**src/rtl/lc3_ctrl_pkg.sv**
```systemverilog
// Shared types and constants for the LC-3 run controller.
// Mode encoding matches the externally visible mode port.
package lc3_ctrl_pkg;

  typedef enum logic [1:0] {
    PAUSED = 2'd0,
    RUN    = 2'd1,
    USTEP  = 2'd2,
    ISTEP  = 2'd3
  } mode_e;

  localparam logic [5:0] FETCH_STATE_DEFAULT = 6'd18;

  localparam int KEY_USTEP = 0;
  localparam int KEY_ISTEP = 1;
  localparam int KEY_RUN   = 2;

endpackage

```
**src/rtl/key_debounce.sv**
```systemverilog
// Synchronised, debounced active-low key with a one-cycle press pulse.
// Both press and release must hold for DEBOUNCE_CYCLES cycles.
module key_debounce #(
  parameter int DEBOUNCE_CYCLES = 500000
) (
  input  logic clk,
  input  logic rst,
  input  logic key_n,
  output logic press_pulse
);

  localparam int CW = $clog2(DEBOUNCE_CYCLES + 1);
  localparam logic [CW-1:0] CNT_LAST = CW'(DEBOUNCE_CYCLES - 1);

  logic          r_s1;
  logic          r_s2;
  logic          r_stable;
  logic          r_press;
  logic [CW-1:0] r_cnt;
  logic          w_diff;
  logic          w_accept;

  assign w_diff   = (r_s2 != r_stable);
  assign w_accept = w_diff && (r_cnt == CNT_LAST);

  always_ff @(posedge clk or posedge rst) begin
    if (rst) begin
      r_s1     <= 1'b1;
      r_s2     <= 1'b1;
      r_stable <= 1'b1;
      r_press  <= 1'b0;
      r_cnt    <= '0;
    end else begin
      r_s1    <= key_n;
      r_s2    <= r_s1;
      r_press <= w_accept && !r_s2;
      if (!w_diff) begin
        r_cnt <= '0;
      end else if (w_accept) begin
        r_cnt    <= '0;
        r_stable <= r_s2;
      end else begin
        r_cnt <= r_cnt + 1'b1;
      end
    end
  end

  assign press_pulse = r_press;

endmodule

```
**src/rtl/lc3_run_controller.sv**
```systemverilog
// Clock-enable sequencer for the LC-3: pause, run, micro-step and
// instruction-step, with a PC breakpoint and a step timeout.
module lc3_run_controller
  import lc3_ctrl_pkg::*;
#(
  parameter int         TICK_DIV        = 50000000,
  parameter int         DEBOUNCE_CYCLES = 500000,
  parameter logic [5:0] FETCH_STATE     = FETCH_STATE_DEFAULT,
  parameter int         STEP_TIMEOUT    = 64
) (
  input  logic        clk,
  input  logic        rst,
  input  logic [2:0]  key_n,
  input  logic [5:0]  current_state,
  input  logic [15:0] pc,
  input  logic        bp_en,
  input  logic [15:0] bp_addr,
  output logic        cpu_ce,
  output logic [1:0]  mode,
  output logic        bp_hit,
  output logic        step_timeout,
  output logic [15:0] ce_count
);

  localparam int PW = $clog2(TICK_DIV);
  localparam int SW = $clog2(STEP_TIMEOUT + 1);
  localparam logic [PW-1:0] PRESC_MAX = PW'(TICK_DIV - 1);
  localparam logic [SW-1:0] STEP_MAX  = SW'(STEP_TIMEOUT);

  logic [2:0]    w_press;
  logic          w_tog;
  logic          w_ist;
  logic          w_ust;
  logic          w_bp_match;
  logic          w_fetch;

  mode_e         r_mode;
  logic          r_ce;
  logic [PW-1:0] r_presc;
  logic [SW-1:0] r_step;
  logic          r_bp_hit;
  logic          r_to;
  logic          r_resume;
  logic [15:0]   r_ce_count;

  mode_e         w_mode_n;
  logic          w_ce_n;
  logic [PW-1:0] w_presc_n;
  logic [SW-1:0] w_step_n;
  logic          w_bp_n;
  logic          w_to_n;
  logic          w_resume_n;

  genvar gi;
  for (gi = 0; gi < 3; gi++) begin : g_key
    key_debounce #(
      .DEBOUNCE_CYCLES(DEBOUNCE_CYCLES)
    ) u_deb (
      .clk        (clk),
      .rst        (rst),
      .key_n      (key_n[gi]),
      .press_pulse(w_press[gi])
    );
  end

  assign w_tog = w_press[KEY_RUN];
  assign w_ist = w_press[KEY_ISTEP] && !w_tog;
  assign w_ust = w_press[KEY_USTEP] && !w_tog
              && !w_press[KEY_ISTEP];

  assign w_fetch    = (current_state == FETCH_STATE);
  assign w_bp_match = bp_en && w_fetch && (pc == bp_addr);

  always_ff @(posedge clk or posedge rst) begin
    if (rst) begin
      r_mode     <= PAUSED;
      r_ce       <= 1'b0;
      r_presc    <= '0;
      r_step     <= '0;
      r_bp_hit   <= 1'b0;
      r_to       <= 1'b0;
      r_resume   <= 1'b0;
      r_ce_count <= '0;
    end else begin
      r_mode   <= w_mode_n;
      r_ce     <= w_ce_n;
      r_presc  <= w_presc_n;
      r_step   <= w_step_n;
      r_bp_hit <= w_bp_n;
      r_to     <= w_to_n;
      r_resume <= w_resume_n;
      if (r_ce) r_ce_count <= r_ce_count + 16'd1;
    end
  end

  always_comb begin
    w_mode_n   = r_mode;
    w_ce_n     = 1'b0;
    w_presc_n  = r_presc;
    w_step_n   = r_step;
    w_bp_n     = r_bp_hit;
    w_to_n     = r_to;
    w_resume_n = r_resume;
    unique case (r_mode)
      PAUSED: begin
        if (w_tog) begin
          w_mode_n   = RUN;
          w_bp_n     = 1'b0;
          w_to_n     = 1'b0;
          w_presc_n  = '0;
          w_resume_n = 1'b1;
        end else if (w_ist) begin
          w_mode_n = ISTEP;
          w_to_n   = 1'b0;
          w_step_n = '0;
        end else if (w_ust) begin
          w_mode_n = USTEP;
        end
      end
      RUN: begin
        // Breakpoint stays masked until the first ce after resuming.
        if (r_ce) w_resume_n = 1'b0;
        if (w_tog) begin
          w_mode_n = PAUSED;
        end else if (w_bp_match && !r_ce && !r_resume) begin
          w_mode_n = PAUSED;
          w_bp_n   = 1'b1;
        end else if (r_presc == PRESC_MAX) begin
          w_ce_n    = 1'b1;
          w_presc_n = '0;
        end else begin
          w_presc_n = r_presc + 1'b1;
        end
      end
      USTEP: begin
        w_ce_n   = 1'b1;
        w_mode_n = PAUSED;
      end
      ISTEP: begin
        if (w_tog) begin
          w_mode_n = PAUSED;
        end else if (r_ce) begin
          w_ce_n = 1'b0;
        end else if (r_step != '0 && w_fetch) begin
          w_mode_n = PAUSED;
        end else if (r_step == STEP_MAX) begin
          w_mode_n = PAUSED;
          w_to_n   = 1'b1;
        end else begin
          w_ce_n   = 1'b1;
          w_step_n = r_step + 1'b1;
        end
      end
    endcase
  end

  assign cpu_ce       = r_ce;
  assign mode         = r_mode;
  assign bp_hit       = r_bp_hit;
  assign step_timeout = r_to;
  assign ce_count     = r_ce_count;

endmodule

```
**config.mk**
```make
export PLATFORM = sky130hd
export DESIGN_NAME = lc3_run_controller
export DESIGN_NICKNAME = d
export VERILOG_FILES = /design/src/rtl/lc3_ctrl_pkg.sv /design/src/rtl/key_debounce.sv /design/src/rtl/lc3_run_controller.sv
export SDC_FILE = /design/constraint.sdc
export NUM_CORES = 1
export LEC_CHECK = 0
export CAP_MARGIN = 25
export CORE_MARGIN = 1
export CORE_UTILIZATION = 57
export DETAILED_ROUTE_END_ITERATION = 8
export PLACE_DENSITY = 0.8
export SLEW_MARGIN = 30
export SYNTH_ARGS = -nofsm -noshare
export SYNTH_HDL_FRONTEND = slang
export SYNTH_SLANG_ARGS = --single-unit
```
**constraint.sdc**
```tcl
create_clock -name clk -period 4.4 [get_ports clk]
set_clock_uncertainty 0.15 [all_clocks]
set_input_delay 0.66 -clock clk [delete_from_list [all_inputs] [get_ports clk]]
set_output_delay 0.66 -clock clk [all_outputs]
set_load 0.1 [all_outputs]
```
==> results.sh <==
export IMPL_fin_nets=756
export IMPL_synth_mux_area_frac=0.00886
export IMPL_relSlewSlack=0.338
export IMPL_place_gp_congestion=0.807
export IMPL_finalWirelength_um=13900
export IMPL_worstHoldPathType="register to register"
export IMPL_whs_endpoint="g_key[1].u_deb.r_s2"
export IMPL_slowest_stage="clkdlybuf4s50_1"
export IMPL_h_tree_depth=4
export IMPL_synth_adder_area_share=0.0141
export IMPL_gr_total_overflow=0
export IMPL_core_rowCount=37
export IMPL_synth_xor_area_share=0.128
export IMPL_cts_resized=0
export IMPL_reg2regPathDepth=8
export IMPL_final_cell_mix="115 x dfrtp_1, 95 x nor2_1, 64 x clkdlybuf4s50_1"
export IMPL_ant_nets=0
export IMPL_dr_pass1_iters=5
export IMPL_rr_endpoint="r_presc[16]"
export IMPL_fin_tns_setup_ns=0
export IMPL_initial_core_util=0.594
export IMPL_routedWlPerCell_um=16.3
export IMPL_finalCritPeriodShare=0.734
export IMPL_peakVddDrop_v=0.000238
export IMPL_synth_seq_cells=124
export IMPL_clock_latency_ns=0.52
export IMPL_instances_no_fill=854
export IMPL_synth_top_family_by_area="simple AND/OR/NAND/NOR gates"
export IMPL_synth_edff_count=0
export IMPL_setup_viol=0
export IMPL_min_from="g_key[1].u_deb.r_s1"
export IMPL_grt_start_max_net_pins=79
export IMPL_reg2reg_setup_slack_ns=1.61
export IMPL_rsz0062_at_grt="no"
export IMPL_portBuffers=64
export IMPL_slowest_delay_ns=1.24
export IMPL_cts_setup_buffers=0
export IMPL_fp_dieW_um=106
export IMPL_yosys_area_share_simple=0.245
export IMPL_fmax_ghz=0.310
export IMPL_cpLargestDelayFamily="buffers and inverters"
export IMPL_drv_slew=0
export IMPL_synth_ff_type="dfrtp_1"
export IMPL_fin_crit_ns=3.23
export IMPL_setup_slack_ns=1.17
export IMPL_cap_violations=0
export IMPL_crit_fanout=12
export IMPL_hold_viol_final=0
export IMPL_synthArstFlopShare=1.00
export IMPL_cts_hold_buf=0
export IMPL_grt_pass1_vias=5063
export IMPL_vias=5068
export IMPL_synthCells=639
export IMPL_synth_compound_area_frac=0.0790
export IMPL_start_kind="register"
export IMPL_crit_chain="clkdlybuf4s50_1"
export IMPL_core_um2=10500
export IMPL_dpl_cell_count=822
export IMPL_status="finished clean"
export IMPL_yosys_cell_types_count=49
export IMPL_grt_pass1_wl_um=23500
export IMPL_syn_area_per_cell_um2=9.72
export IMPL_drt_iter0_markers=319
export IMPL_seq_area_frac_synth=0.501
export IMPL_drive_above_1_share=0.0808
export IMPL_syn_nets=690
export IMPL_io_pins=65
export IMPL_area_growth_pct=21.8
export IMPL_cp_end_kind="output pin"
export IMPL_final_util=0.723
export IMPL_p_per_area_nw_per_um2=354
export IMPL_drcViolationCount=0
export IMPL_hold_depth=0
export IMPL_cp_data_arrival_time_ns=2.42
export IMPL_clock_sinks=124
export IMPL_dieArea_um2=11300
export IMPL_netlist_area_um2=6210
export IMPL_cts_tree="done"
export IMPL_grt_use_total=0.266
export IMPL_tightest_slew_ns=0.990
export IMPL_dp_hpwl_um=9080
export IMPL_r2r_start="r_presc[0]"
export IMPL_cts_clk_slew_worst_paths_ns=0.06
export IMPL_antenna_found_initial=0
export IMPL_clk_path_buf_depth=2
export IMPL_worstSetupPathType="register to output pin"
export IMPL_finalPower_mw=2.68
export IMPL_cts_root_buf="clkbuf_8"
export IMPL_p_leak_nw=3.24
export IMPL_final_common_cell="dfrtp_1"
export IMPL_worstPathRequired_ns=3.59
export IMPL_vias_per_cell=5.93
export IMPL_pre_cts_ws_ns=0.974
export IMPL_die_y_um=106
export IMPL_numCtsBuffers=17
export IMPL_crit_buf_inv=1
export IMPL_diodes=0
export IMPL_ys_warn_count=0
[layout make-up]
type	count	area, µm²
flip-flops and latches	124	3110
multi-input cells	480	2950
fillers	758	2900
repair buffers	67	663
clock buffers	25	494
well taps	136	170
clock inverters	7	110
inverters	15	61.3
[power by group]
part           internal, mW  switching (mW)
Sequential             1.15         0.00838
Combinational        0.0511          0.0521
Clock                 0.935           0.476
[kinds of logic (layout without fill, tap and decap cells)]
kind of cell	Yosys count	count (layout)
flip-flops	124	124
multiplexers	5	5
AND/OR/NAND/NOR	296	296
buffers and inverters	35	114
XOR/XNOR	91	91
adder cells (fa/ha/maj)	7	7
AO/OA/AOI/OAI	81	81
[flip-flops by register name (all words and copies together) (netlist names), 2 cells and up]
register,flops
r_presc,26
r_step,7
g_key.u_deb.r_s1,3
g_key.u_deb.r_s2,3
mode,2
ce_count,16
g_key.u_deb.r_stable,3
g_key.u_deb.r_cnt,57
g_key.u_deb.press_pulse,3
[synthesized netlist by cell type (all sizes together) (2+ instances only)]
master  number  area (µm²)
dfrtp      115        2880
nor2        96         363
xor2        53         464
nand2       45         171
nand3       40         200
o21ai       39         195
xnor2       38         333
nand4       27         169
and3        18         113
inv         15        56.3
nor4        13        81.3
a21oi       12        60.1
and4        12         105
o31ai       12        90.1
buf         10        51.3
clkbuf      10        37.5
and2         9        56.3
dfstp        9         236
nor3         8        40.0
ha           7        87.6
a31oi        6        37.5
nor3b        5        48.8
nor4b        5        43.8
or2          5        31.3
mux2         4        45.0
nor2b        4        25.0
nand3b       3        22.5
o41ai        3        26.3
o211ai       2        20.0
o311ai       2        17.5
or3          2        12.5
[stage by stage]
| step | hold WS [ns] | area [µm²] |
|---|---|---|
| final | 0.208 | 7570 |
| after global routing | 0.212 | 7570 |
| after CTS | 0.209 | 7560 |
| after detailed placement | 0.198 | 6960 |
| after global placement | 0.197 | 6960 |
| after floorplan | 0.195 | 6210 |
[worst max-delay path by stage]
| stage | slack [ns] | end | cells past startpoint | start |
|---|---|---|---|---|
| after floorplan | 0.31 | bp_hit | 1 | rst |
| after global placement | 1.04 | r_presc[18] | 7 | current_state[3] |
| after detailed placement | 0.97 | r_presc[5] | 7 | current_state[3] |
| after CTS | 1.16 | cpu_ce | 1 | cpu_ce |
| after global routing | 1.08 | mode[0] | 1 | mode[0] |
| final | 1.17 | cpu_ce | 1 | cpu_ce |
[per-layer routing]
| metal | GRT usage | wire length, µm | vias up |
|---|---|---|---|
| li1 | - | - | 2370 |
| met1 | 0.318 | 5830 | 2487 |
| met2 | 0.454 | 6920 | 188 |
| met3 | 0.0779 | 918 | 23 |
| met4 | 0.0962 | 217 | 0 |
| met5 | 0 | 0 | - |
No activity file was read; power rests on OpenSTA's default activity.
